--- src/rtl/makina_pkg.sv ---
//------------------------------------------------------------------------------
// makina_pkg
// Shared widths, opcode/jump-condition encodings and the fetch entry type.
// Revision: 1.0
//------------------------------------------------------------------------------
`default_nettype none

package makina_pkg;

  localparam int INSTR_W = 16;
  localparam int ADDR_W  = 16;

  localparam logic [1:0] OPC_MEM = 2'b00;
  localparam logic [1:0] OPC_ALU = 2'b01;
  localparam logic [1:0] OPC_JMP = 2'b10;

  localparam logic [2:0] JC_NOP = 3'b111;
  localparam logic [2:0] JC_JMP = 3'b110;

  typedef struct packed {
    logic [ADDR_W-1:0]  pc;
    logic [INSTR_W-1:0] instr;
  } fetch_entry_t;

  // Jump class that is not a jump-NOP.
  function automatic logic is_ctrl_instr(input logic [INSTR_W-1:0] instr);
    return (instr[15:14] == OPC_JMP) && (instr[13:11] != JC_NOP);
  endfunction

endpackage

`default_nettype wire

--- src/rtl/fetch_queue.sv ---
//------------------------------------------------------------------------------
// fetch_queue
// Synchronous FIFO of fetch entries with a registered, sticky head output.
// Revision: 1.0
//------------------------------------------------------------------------------
`default_nettype none

module fetch_queue
  import makina_pkg::*;
#(
  parameter int DEPTH = 2,
  localparam int PTR_W = $clog2(DEPTH),
  localparam int CNT_W = PTR_W + 1
) (
  input  logic             clk,
  input  logic             rst_n,
  input  logic             push,
  input  fetch_entry_t     push_data,
  input  logic             pop,
  input  logic             clear,
  output logic             full,
  output logic             empty,
  output logic [CNT_W-1:0] count,
  output fetch_entry_t     head
);

  localparam logic [CNT_W-1:0] FULL_CNT = CNT_W'(DEPTH);

  fetch_entry_t     r_mem [DEPTH];
  fetch_entry_t     r_head;
  logic [PTR_W-1:0] r_rd_ptr;
  logic [PTR_W-1:0] r_wr_ptr;
  logic [CNT_W-1:0] r_count;

  logic             w_do_pop;
  logic             w_do_push;
  logic [CNT_W-1:0] w_keep;
  logic [PTR_W-1:0] w_rd_next;
  fetch_entry_t     w_head_nxt;

  assign w_do_pop  = pop & (r_count != '0);
  assign w_do_push = push & ~clear & ((r_count != FULL_CNT) | w_do_pop);
  assign w_keep    = r_count - CNT_W'(w_do_pop);
  assign w_rd_next = r_rd_ptr + PTR_W'(w_do_pop);

  // The head is its own register so it holds its last value once the queue
  // drains or is cleared, instead of exposing a stale array slot.
  always_comb begin
    w_head_nxt = r_head;
    if (!clear) begin
      if (w_keep != '0) begin
        w_head_nxt = r_mem[w_rd_next];
      end else if (w_do_push) begin
        w_head_nxt = push_data;
      end
    end
  end

  always_ff @(posedge clk) begin
    if (!rst_n) begin
      for (int i = 0; i < DEPTH; i++) begin
        r_mem[i] <= '0;
      end
      r_head   <= '0;
      r_rd_ptr <= '0;
      r_wr_ptr <= '0;
      r_count  <= '0;
    end else begin
      r_head <= w_head_nxt;
      if (clear) begin
        r_rd_ptr <= '0;
        r_wr_ptr <= '0;
        r_count  <= '0;
      end else begin
        if (w_do_push) begin
          r_mem[r_wr_ptr] <= push_data;
          r_wr_ptr        <= r_wr_ptr + PTR_W'(1);
        end
        r_rd_ptr <= w_rd_next;
        r_count  <= r_count + CNT_W'(w_do_push) - CNT_W'(w_do_pop);
      end
    end
  end

  assign full  = (r_count == FULL_CNT);
  assign empty = (r_count == '0);
  assign count = r_count;
  assign head  = r_head;

endmodule

`default_nettype wire

--- src/rtl/instr_fetch.sv ---
//------------------------------------------------------------------------------
// instr_fetch
// Fetch PC, program memory request, prefetch queue and control-flow pre-flag.
// Revision: 1.0
//------------------------------------------------------------------------------
`default_nettype none

module instr_fetch
  import makina_pkg::*;
#(
  parameter logic [ADDR_W-1:0] RESET_PC = 16'h0000,
  parameter int                DEPTH    = 2
) (
  input  logic               clk,
  input  logic               rst_n,
  output logic [ADDR_W-1:0]  imem_addr,
  output logic               imem_req,
  input  logic [INSTR_W-1:0] imem_data,
  input  logic               redirect_valid,
  input  logic [ADDR_W-1:0]  redirect_pc,
  output logic               out_valid,
  input  logic               out_ready,
  output logic [ADDR_W-1:0]  out_pc,
  output logic [INSTR_W-1:0] out_instr,
  output logic               out_is_ctrl,
  output logic [7:0]         flush_count
);

  localparam int CNT_W = $clog2(DEPTH) + 1;

  logic [ADDR_W-1:0] r_fpc;
  logic [7:0]        r_flush_count;

  logic              w_pop;
  logic              w_full;
  logic              w_empty;
  logic [CNT_W-1:0]  w_count;
  logic              w_unused_count;
  fetch_entry_t      w_push_data;
  fetch_entry_t      w_head;

  assign w_pop    = out_valid & out_ready;
  assign imem_req = rst_n & ~redirect_valid & (~w_full | w_pop);

  // Reset shows RESET_PC immediately rather than waiting for the first edge.
  assign imem_addr = rst_n ? r_fpc : RESET_PC;

  assign w_push_data.pc    = r_fpc;
  assign w_push_data.instr = imem_data;

  always_ff @(posedge clk) begin
    if (!rst_n) begin
      r_fpc         <= RESET_PC;
      r_flush_count <= '0;
    end else if (redirect_valid) begin
      r_fpc <= redirect_pc;
      if (r_flush_count != 8'hFF) begin
        r_flush_count <= r_flush_count + 8'd1;
      end
    end else if (imem_req) begin
      r_fpc <= r_fpc + ADDR_W'(1);
    end
  end

  fetch_queue #(
    .DEPTH (DEPTH)
  ) u_queue (
    .clk       (clk),
    .rst_n     (rst_n),
    .push      (imem_req),
    .push_data (w_push_data),
    .pop       (w_pop),
    .clear     (redirect_valid),
    .full      (w_full),
    .empty     (w_empty),
    .count     (w_count),
    .head      (w_head)
  );

  assign w_unused_count = &{1'b0, w_count};

  assign out_valid   = ~w_empty;
  assign out_pc      = w_head.pc;
  assign out_instr   = w_head.instr;
  assign out_is_ctrl = is_ctrl_instr(w_head.instr);
  assign flush_count = r_flush_count;

endmodule

`default_nettype wire

--- config.mk ---
export PLATFORM = sky130hd
export DESIGN_NAME = instr_fetch
export DESIGN_NICKNAME = d
export VERILOG_FILES = /design/src/rtl/makina_pkg.sv /design/src/rtl/fetch_queue.sv /design/src/rtl/instr_fetch.sv
export SDC_FILE = /design/constraint.sdc
export NUM_CORES = 1
export LEC_CHECK = 0
export BUFFER_PORTS_ARGS = -buffer_cell sky130_fd_sc_hd__buf_2
export CAP_MARGIN = 20
export CORE_MARGIN = 3
export CORE_UTILIZATION = 30
export CTS_BUF_LIST = sky130_fd_sc_hd__clkbuf_4
export CTS_CLUSTER_SIZE = 10
export DETAILED_ROUTE_END_ITERATION = 7
export GPL_TIMING_DRIVEN = 0
export HOLD_SLACK_MARGIN = 0.03
export SLEW_MARGIN = 0
export SYNTH_ARGS = -nofsm -noshare
export SYNTH_HDL_FRONTEND = slang
export SYNTH_HIERARCHICAL = 1
export SYNTH_SLANG_ARGS = --single-unit
--- constraint.sdc ---
create_clock -name clk -period 2.7 [get_ports clk]
set_input_delay 0.27 -clock clk [delete_from_list [all_inputs] [get_ports clk]]
set_output_delay 0.27 -clock clk [all_outputs]
set_load 0.01 [all_outputs]
# Word level (Yosys, flattened, before mapping)
# Memories as Yosys holds them, arrays and structs flattened.
# Index checks and enable logic that the tools add are counted.
[totals]
reg_bits = 60
mem_bits_rw = 64
inputBits = 36
output_inout_bits = 59
mem_count = 1
[op_classes]
addsub = 7
n_eq_ne = 5
n_mux = 13
bitwise_logic = 12
n_reduce_logical = 10
[memory_table]
columns = ["memory", "depth", "width", "read_ports", "rd_clocked_by_memory_dff", "wr", "line", "text"]
rows = [
  ["u_queue.r_mem", 2, 32, 1, 0, 2, "fetch_queue.sv:29", "fetch_entry_t r_mem [DEPTH];"],
]
[ops]
columns = ["operator", "n"]
rows = [
  ["$mux W32", 3],
  ["$mux W16", 3],
  ["$reduce_or A32 Y1", 1],
  ["$add A16 B1 Y16 const B", 1],
  ["$add A8 B1 Y8 const B", 1],
  ["$ne A8 B8 Y1 const B", 1],
  ["$reduce_bool A2 Y1", 4],
  ["$mux W1", 7],
  ["$and A1 B1 Y1", 6],
  ["$eq A2 B2 Y1 const B", 2],
  ["$not A1 Y1", 4],
  ["$reduce_and A2 Y1", 2],
  ["$sub A2 B1 Y2", 2],
  ["$ne A3 B3 Y1 const B", 1],
  ["$add A2 B1 Y2", 1],
  ["$logic_not A2 Y1", 1],
  ["$ne A2 B2 Y1 const B", 1],
  ["$or A1 B1 Y1", 2],
  ["$reduce_or A2 Y1", 1],
  ["$add A1 B1 Y1", 1],
  ["$add A1 B1 Y1 const B", 1],
  ["$logic_and A1 B1 Y1", 1],
]

# Logic depth before layout (Yosys ltp)
# Gate-level depths: netlist (run 1).
[depth]
ltp_word = 13
ltp_mapped = 13
ltp_nobuf = 12

# By module
# Netlist (run 1), hierarchy kept.
[by_module_without_submodules]
columns = ["module", "n_inst", "cells_per_inst", "area_each_um2"]
rows = [
  ["fetch_queue", 1, 385, 4520.6],
  ["instr_fetch", 1, 179, 1447.6],
]

# Least setup slack after synthesis (run 1)
# No wires, ideal clock.
[synth_path]
path_kind = "register to register"
startpoint = "register u_queue.r_count[1], in the netlist u_queue/count[1]"
endpoint = "memory u_queue/r_mem[0][0] (netlist name) (enable)"
setup_time_ps = 478
arrival_ps = 2464
t_required_ps = 2222
path_slack_ps = -242
path_stages_with_launch = 10
path_buffers = 1
period_less_slack_ps = 2942
path_cell_list = "dfxtp_1 > inv_2 > nor2_1 > clkbuf_1 > nand2_1 > and3_1 > and2b_1 > o31a_4 > nand2b_1 > nand2_1"
[synth_lines]
columns = ["item", "line", "text"]
rows = [
  ["start, declared", "fetch_queue.sv:33", "logic [CNT_W-1:0] r_count;"],
  ["start signal, assigned", "fetch_queue.sv:80", "r_count <= r_count + CNT_W'(w_do_push) - CNT_W'(w_do_pop);"],
  ["end, declared", "fetch_queue.sv:29", ""],
]

# Final worst setup path (run 1)
[layout_path]
startpoint = "register u_queue.r_count[1], in the netlist u_queue/count[1]"
endpoint = "register u_queue.r_count[1], in the netlist u_queue/count[1]"
[layout_lines]
columns = ["item", "line", "text"]
rows = [
  ["$eq A2 B2 Y1", "fetch_queue.sv:85", "assign full = (r_count == FULL_CNT);"],
  ["net w_full", "instr_fetch.sv:35", "logic w_full;"],
  ["$not A1 Y1", "instr_fetch.sv:43", "assign imem_req = rst_n & ~redirect_valid & (~w_full | w_pop);"],
  ["$or A1 B1 Y1", "instr_fetch.sv:43", ""],
  ["$and A1 B1 Y1", "instr_fetch.sv:43", ""],
  ["$and A1 B1 Y1 (2 in a row)", "fetch_queue.sv:42", "assign w_do_push = push & ~clear & ((r_count != FULL_CNT) | w_do_pop);"],
  ["$add A2 B1 Y2", "fetch_queue.sv:80", ""],
  ["$sub A2 B1 Y2", "fetch_queue.sv:80", ""],
]
# The timed path passes the listed nets, and every way through them passes these cells.
# A chain may end at the register's enable or synchronous reset.

==> flow_summary.toml, run 1 <==
[detailed_routing]
num_vias = 4628
drtIter0Drc = 221
routedWlPerCell_um = 15.5
drtAntennaViolNets = 0
vias_per_cell = 4.73
firstDrtPassIters = 5
wl_um = 15100
drcViolationCount = 0

[hold_path]
hold_path.class = "in -> reg"

[setup_path]
cp-start-kind = "register"
crit_start = "u_queue/count[1]"
r2r-end = "u_queue/count[1]"
path_max_fanout = 10
endpoint_kind = "register"
required_ns = 3.15
arrival_ns = 2.94
r2r_start = "u_queue/count[1]"
critPathCapture = "u_queue/count[1]"
crit_type = "reg -> reg"
reg2reg_depth = 13
r2r_slack_ns = 0.21

[clock_tree]
insertion_delay_ns = 0.53
htree_levels = 4
cts_max_path_buffers = 2
cts_buffers = 17
clock_sinks = 124
clk_pin_slew_ns = 0.10
tritoncts = "built"
cts_root_buf = "clkbuf_4"

[yosys]
synth_cell_types = 51
syn_nets = 603
yosysSeqAreaShare = 0.523
synth_edf_count = 64
async_flop_share = 0
yosys_warnings = 6
netlist_area_mm2 = 0.00597
netlist_top_cells_area = "edfxtp_1, dfxtp_1, and2_1"
synth.top_cells.by_count = "and2_1, nand2_1, edfxtp_1"
yosys.area.top_type = "edfxtp_1"
synthFlopType = "edfxtp_1"
yosys_register_bits = 124
synth_top_area_frac = 0.322
synth_area_per_cell_um2 = 10.6
syn_inst = 564

[power_and_ir_drop]
max-vdd-ir-drop_v = 0.000243
power_uw = 3930
p_per_area_mw_per_mm2 = 531
power_leakage_uw = 0.00309

[sta]
finalHoldViolations = 0
setup_viol = 0
tightest_slew_ns = 0.586
min_period_ns = 2.49
clock_skew_ns = 0.0171
drv_slew = 0
fmax_mhz = 401
relSlewSlack = 0.610
rsz0062_at_grt = "false"
fin_crit_sh = 0.923

[global_route]
grt_pass1_vias = 4603
grt_usage = 0.144
grt_max_degree = 33
grt-ovfl-total = 0
grt_pass1_wl_um = 24500
grt_antenna_before_repair = 0

[final_layout]
syn_to_final_growth_pct = 23.9
diodes = 0
post-route-util = 0.386
nFillCells = 1969
drive_gt1_frac = 0.279
fin_nets = 744

[place]
place.gp.congestion = 0.828
dp_hpwl_um = 10300
io_buffers = 93

[floorplanning]
dieHeight_um = 147
start_util = 0.312
core-area_mm2 = 0.0191
die_w_um = 147
std_cell_rows = 50
die_area_mm2 = 0.0216
io_pins = 95

[outcome]
outcome = "finished, final reports clean"

[run]
maxCapViolations = 0
sequential cells by signal (all words and copies together) (netlist names):
register          flops
u_queue/count         2
u_queue/r_mem        64
u_queue/r_rd_ptr      1
u_queue/r_wr_ptr      1
r_fpc                16
u_queue/head         32
flush_count           8
where the power goes:
group,switching [uW],internal [uW],leakage (uW)
Clock,685,731,0.000166
Sequential,67.8,2070,0.00116
Combinational,202,171,0.00177
Total,955,2970,0.00309
cell usage in the layout (no fill, tap or decap), types with 11 or more instances in the layout:
cell           Yosys  routed
nor2_1            22      20
dlygate4sd3_1      0      27
clkbuf_4           0      18
buf_2              6      98
nand2_1           76      74
and2_1            76      76
edfxtp_1          64      64
o21ai_0           47      47
mux2_4            30      30
a21oi_1           15      15
inv_1             11      11
clkbuf_1          21      20
a31oi_1           39      39
xnor2_1           13      13
dfxtp_1           60      58
critical path, stage by stage, from the launching register on:
cell and delay [ns]:
dfxtp_2 0.40, inv_2 0.09, nor2_4 0.13, buf_4 0.18, nand2_1 0.08, and3_1 0.27
and2b_1 0.24, xnor2_1 0.14, nor2_1 0.08, nor2_1 0.05, ha_1 0.18, xor2_1 0.14
or3_1 0.31, a21oi_1 0.14
final cells by class:
| type | instances | area, um2 | share of cell area |
|---|---|---|---|
| Timing Repair Buffer | 123 | 758 | 0.103 |
| Tap cell | 260 | 325 | 0.0440 |
| Multi-Input combinational cell | 389 | 2620 | 0.354 |
| Buffer | 38 | 213 | 0.0288 |
| Clock buffer | 18 | 135 | 0.0183 |
| Inverter | 12 | 45.0 | 0.00609 |
| Clock inverter | 14 | 176 | 0.0239 |
| Sequential cell | 124 | 3130 | 0.423 |
metrics by stage:
step | TNS (ns) | cell area, um2 | cells | setup WS, ns | hold WS, ns
finish | 0 | 7390 | 978 | 0.208 | 0.0841
global route | 0 | 7390 | 978 | 0.00161 | 0.0485
CTS | 0 | 7370 | 975 | 0.0178 | 0.0321
detailed placement | -51.05 | 6770 | 917 | -0.541 | 0.499
global placement | -52.87 | 6770 | 917 | -0.536 | 0.492
floorplan | 0 | 5980 | 564 | 0.0523 | 0.415
worst min-delay path by stage:
stage,startpoint,to,cells after the start
2_1_floorplan,redirect_pc[0],r_fpc[0],2
3_3_place_gp,flush_count[1],flush_count[1],2
3_5_place_dp,flush_count[1],flush_count[1],2
4_1_cts,redirect_pc[9],r_fpc[9],3
5_1_grt,redirect_pc[13],r_fpc[13],3
6_report,redirect_pc[13],r_fpc[13],3
cells by family (layout without fill, tap and decap cells):
| family | after synthesis | count (layout) | synth area share |
|---|---|---|---|
| compound gates | 124 | 124 | 0.134 |
| buf+inv | 51 | 205 | 0.0434 |
| flops | 124 | 124 | 0.523 |
| simple gates | 212 | 212 | 0.186 |
| fa+ha+maj | 3 | 3 | 0.00629 |
| mux | 33 | 33 | 0.0809 |
| xor+xnor | 17 | 17 | 0.0262 |
repair_timing:
item,in CTS,in global routing
pin swaps,0,1
buffers inserted,0,3
setup endpoints to repair,157,155
hold endpoints to repair,59,0
resized for setup,8,2
hold buffers,27,0
per-layer routing:
layer  track usage  vias to the layer above  part of all wire
li1              -                     2288                 -
met3        0.0373                        9             0.054
met5             0                        -                 0
met4        0.0359                        0            0.0075
met1         0.197                     2201              0.48
met2         0.228                      130              0.46
(Power assumes the default switching activity.)
==> inputs of run 2 (changes only) <==
--- a/config.mk
+++ b/config.mk
@@ -14,6 +14,7 @@
 export DETAILED_ROUTE_END_ITERATION = 7
 export GPL_TIMING_DRIVEN = 0
 export HOLD_SLACK_MARGIN = 0.03
+export REMOVE_ABC_BUFFERS = 1
 export SLEW_MARGIN = 0
 export SYNTH_ARGS = -nofsm -noshare
 export SYNTH_HDL_FRONTEND = slang
==> run 2 against run 1 <==
  * Register-to-register slack got worse by 0.08 ns
  * Non-clock buffer count fell by 30
  * Worst setup slack got worse by 0.082 ns
==> flow_summary.toml, run 2 (synthesis results as in run 1) <==
[sta]
clock_skew_ns = 0.0274
drv_slew = 0
fmax_mhz = 388
fin_crit_sh = 0.953
setup-tns-final_ns = 0
finalHoldViolations = 0
setup_viol = 0
min_period_ns = 2.57
tightest_slew_ns = 0.933
rsz0062_at_grt = "true"
relSlewSlack = 0.378

[detailed_routing]
num_vias = 4491
firstDrtPassIters = 5
drtAntennaViolNets = 0
routedWlPerCell_um = 15.8
wl_um = 15000
drtIter0Drc = 208
drcViolationCount = 0
vias_per_cell = 4.74

[setup_path]
arrival_ns = 3.01
required_ns = 3.14
crit_type = "reg -> reg"
crit_buf_inv = 0
reg2reg_depth = 12
path_depth = 12
crit_chain = "nor2_2 > nand2b_4 > nand2_1 > and3_1 > and2b_1 > xnor2_1 > nor2_1 > nor2_1 > ha_1 > xor2_1 > or3_1 > a21oi_1"
endpoint_kind = "register"
cp-start-kind = "register"
crit_family = "simple AND/OR/NAND/NOR gates"
r2r_slack_ns = 0.13
cp_slowest_cell = "dfxtp_2"
crit_top_cell = "nor2_1"
path_max_fanout = 15
slowest_delay_ns = 0.39

[floorplanning]
std_cell_rows = 50
die_area_mm2 = 0.0216
dieHeight_um = 147
core-area_mm2 = 0.0191
start_util = 0.312
io_pins = 95
die_w_um = 147

[final_layout]
layout_common_cells = "buf_2, and2_1, nand2_1"
syn_to_final_growth_pct = 22.2
drive_gt1_frac = 0.276
largest_reg_flops = 64
fin_nets = 714
layout_commonest_cell = "buf_2"
diodes = 0
layoutNonFillerInstCount = 948
largest-register = "u_queue/r_mem"

[place]
io_buffers = 94
dp_hpwl_um = 9270
place_inst = 884
place.gp.congestion = 0.710

[global_route]
grt_usage = 0.143
grt_pass1_vias = 4521
grt_antenna_before_repair = 0
grt_max_degree = 39
grt-ovfl-total = 0
grt_pass1_wl_um = 24300

[clock_tree]
cts_buffers = 17
insertion_delay_ns = 0.52
htree_levels = 4
clk_pin_slew_ns = 0.11
cts_max_path_buffers = 2
tritoncts = "built"
cts_root_buf = "clkbuf_4"
clock_sinks = 124

[run]
maxCapViolations = 0

[power_and_ir_drop]
power_leakage_uw = 0.00303
p_per_area_mw_per_mm2 = 525
max-vdd-ir-drop_v = 0.000234

[hold_path]
hold_path.class = "in -> reg"
hold_path_depth = 3

[outcome]
outcome = "finished, final reports clean"
-- run 2: final timing paths --
kind                                       start                to
worst max-delay path            u_queue/count[0]  u_queue/count[1]
worst min-delay path              redirect_pc[1]          r_fpc[1]
worst max register to register  u_queue/count[0]  u_queue/count[1]
worst min register to register         r_fpc[15]  u_queue/head[31]
-- run 2: power by group --
group	switching, uW	internal [uW]	leakage [uW]
combinational	193	175	0.00172
sequential	65.7	2070	0.00115
clock	670	653	0.000160
-- run 2: worst register-to-register path, cell delays in order, from the launching register on --
cell      delay (ns)
dfxtp_2         0.39
nor2_2          0.17
nand2b_4        0.29
nand2_1         0.10
and3_1          0.23
and2b_1         0.22
xnor2_1         0.14
nor2_1          0.08
nor2_1          0.05
ha_1            0.18
xor2_1          0.15
or3_1           0.32
a21oi_1         0.19
-- run 2: layout make-up --
cell class / instances / area (um2)
flip-flops and latches: 124 / 3120
repair buffers: 131 / 881
inverters: 12 / 45.0
clock buffers: 20 / 150
fillers: 1991 / 11900
well taps: 260 / 325
multi-input cells: 389 / 2640
clock inverters: 12 / 130
-- run 2: layer usage --
| metal | track usage | part of all wire |
|---|---|---|
| met1 | 0.187 | 0.46 |
| met2 | 0.233 | 0.48 |
| met3 | 0.0373 | 0.045 |
| met4 | 0.0452 | 0.015 |
| met5 | 0 | 0 |
-- run 2: what timing repair did --
action	in CTS	in global routing
gates resized for setup	7	2
setup endpoints to repair	163	68
setup buffers	2	3
pin swaps	1	1
hold endpoints to repair	59	0
hold buffers	27	0
-- run 2: through the flow --
| step | util | total power, uW | instance area [um2] | hold WS (ns) | setup WS [ns] |
|---|---|---|---|---|---|
| after global routing | 0.381 | 4020 | 7290 | 0.0462 | -0.0808 |
| after global placement | 0.342 | 2500 | 6550 | 0.487 | -1.63 |
| final | 0.381 | 3820 | 7290 | 0.0855 | 0.126 |
| after floorplan | - | 2350 | 5750 | 0.401 | -0.550 |
| after CTS | 0.379 | 3880 | 7260 | 0.0306 | 0.0463 |
| after detailed placement | 0.349 | 2520 | 6670 | 0.491 | -0.733 |
==> inputs of run 3 (changes only) <==
--- a/config.mk
+++ b/config.mk
@@ -8,12 +8,13 @@
 export BUFFER_PORTS_ARGS = -buffer_cell sky130_fd_sc_hd__buf_2
 export CAP_MARGIN = 20
 export CORE_MARGIN = 3
-export CORE_UTILIZATION = 30
+export CORE_UTILIZATION = 45
 export CTS_BUF_LIST = sky130_fd_sc_hd__clkbuf_4
 export CTS_CLUSTER_SIZE = 10
 export DETAILED_ROUTE_END_ITERATION = 7
 export GPL_TIMING_DRIVEN = 0
 export HOLD_SLACK_MARGIN = 0.03
+export PLACE_DENSITY = 0.68
 export REMOVE_ABC_BUFFERS = 1
 export SLEW_MARGIN = 0
 export SYNTH_ARGS = -nofsm -noshare
==> constraint.sdc (replaced) <==
create_clock -name clk -period 2.7 [get_ports clk]
set_input_delay 0.135 -clock clk [delete_from_list [all_inputs] [get_ports clk]]
set_output_delay 0.135 -clock clk [all_outputs]
set_load 0.01 [all_outputs]
==> run 3 against run 2 <==
  * First-iteration DRC count rose by 90%
  * Final cell count fell by 7.7%
  * Register-to-register slack improved by 0.07 ns
  * Power fell by 2.0%
  * Routed wire length fell by 5.9%
  * Clock skew fell by 0.0092 ns
  * Worst setup slack improved by 0.069 ns
  * Die area fell by 32%
  * Combinational power barely moved
  * Critical endpoint unchanged
==> flow_summary.toml, run 3 (synthesis results as in run 1) <==
[outcome]
outcome = "finished, final reports clean"

[sta]
fin_crit_sh = 0.928
setup_viol = 0
tightest_slew_ns = 0.886
fin_ws_ns = 0.195
rsz0062_at_grt = "false"
finalHoldViolations = 0
clock_skew_ns = 0.0182
fmax_mhz = 399
drv_slew = 0
relSlewSlack = 0.409
min_period_ns = 2.51

[setup_path]
arrival_ns = 2.98
crit_start = "u_queue/count[1]"
required_ns = 3.17
cp-start-kind = "register"
r2r_start = "u_queue/count[1]"
endpoint_kind = "register"
crit_type = "reg -> reg"
path_max_fanout = 6

[power_and_ir_drop]
p_per_area_mw_per_mm2 = 514
p_int_uw = 2830
p_sw_frac = 0.245
power_leakage_uw = 0.00309
p_sw_uw = 917
p_comb_frac = 0.099
p_seq_frac = 0.569
power_uw = 3750
max-vdd-ir-drop_v = 0.000219
clock_power_share = 0.332

[global_route]
grt_antenna_before_repair = 0
grt_max_degree = 67
grt-ovfl-total = 0
grt_pass1_vias = 4370
grt_pass1_wl_um = 22300
grt_usage = 0.196

[clock_tree]
cts_root_buf = "clkbuf_4"
htree_levels = 4
clk_pin_slew_ns = 0.10
tritoncts = "built"
cts_buffers = 17
cts_max_path_buffers = 2
clock_sinks = 124
insertion_delay_ns = 0.54

[final_layout]
final_area_mm2 = 0.00730
largest-register = "u_queue/r_mem"
layout_common_cells = "buf_2, and2_1, nand2_1"
drive_gt1_frac = 0.283
syn_to_final_growth_pct = 22.2
multi_input_area_mm2 = 0.00265
layout_commonest_cell = "buf_2"
largest_reg_flops = 64
nFillCells = 1106
seq_area_mm2 = 0.00312
fin_nets = 729
post-route-util = 0.571
diodes = 0

[floorplanning]
start_util = 0.467
core-area_mm2 = 0.0128
die_w_um = 121
die_area_mm2 = 0.0147
dieHeight_um = 121
std_cell_rows = 41
io_pins = 95

[detailed_routing]
num_vias = 4641
drtIter0Drc = 396
vias_per_cell = 5.30
wl_um = 14100
drtAntennaViolNets = 0
drcViolationCount = 0
firstDrtPassIters = 7
routedWlPerCell_um = 16.1

[run]
maxCapViolations = 0

[place]
pre_cts_ws_ns = -0.720
place.gp.congestion = 0.798
dp_hpwl_um = 8430
io_buffers = 94
placed_area_mm2 = 0.00655

[hold_path]
hold_path.class = "in -> reg"
min_from = "redirect_valid"
## run 3: changes by cell type in the layout (fill, tap and decap cells not counted), sizes merged, moves of 2 or more
cell and change:
clkinv -2, buf +7, clkbuf +2, dlygate4sd3 +6
## run 3: path summary, 6_finish.rpt
path | end | slack (ns) | cells past startpoint
max | u_queue/count[1] | 0.19 | 12
min | flush_count[2] | 0.06 | 3
max reg2reg | u_queue/count[1] | 0.19 | 12
min reg2reg | flush_count[1] | 0.51 | 2
## run 3: power groups by stage
stage | combinational (uW) | sequential (uW) | clock (uW)
after floorplan | 175 | 2170 | 0
after global placement | 312 | 2170 | 0
after detailed placement | 325 | 2180 | 0
after CTS | 367 | 2130 | 1270
after global routing | 407 | 2150 | 1350
final | 369 | 2130 | 1250
## run 3: through the flow
stage,instances,hold slack [ns],setup TNS [ns]
CTS,863,0.0315,0
finish,875,0.0605,0
global route,875,0.0706,0
detailed placement,795,0.403,-76.95
floorplan,525,0.266,-32.35
global placement,791,0.405,-136.60
## run 3: area by class of cell
cell class / count / area share
clock inverter: 10 / 0.0137
inverter: 12 / 0.00617
clock buffer: 22 / 0.0226
tap: 172 / 0.0295
multi-input combinational: 391 / 0.363
sequential: 124 / 0.428
timing repair buffer: 144 / 0.137
## run 3: per-layer routing
metal	global-route usage	part of all wire
met5	0	0
met3	0.0420	0.064
met2	0.317	0.46
met4	0.0749	0.021
met1	0.258	0.45
## run 3: worst max-delay path: stages, from the launching register on
cell and delay [ns]:
dfxtp_1 0.43, inv_2 0.12, nor2_4 0.24, nand2_1 0.10, and3_1 0.24, and2b_1 0.23
xnor2_1 0.14, nor2_1 0.08, nor2_1 0.05, ha_1 0.19, xor2_1 0.15, or3_1 0.31
a21oi_1 0.16
## run 3: what timing repair did
item	4_1_cts	5_1_grt
hold buffers	33	0
cloned	1	1
pin swaps	2	1
gates resized for setup	7	2
setup endpoints to repair	163	116
endpoints found under the hold margin	64	0
setup buffers	2	10
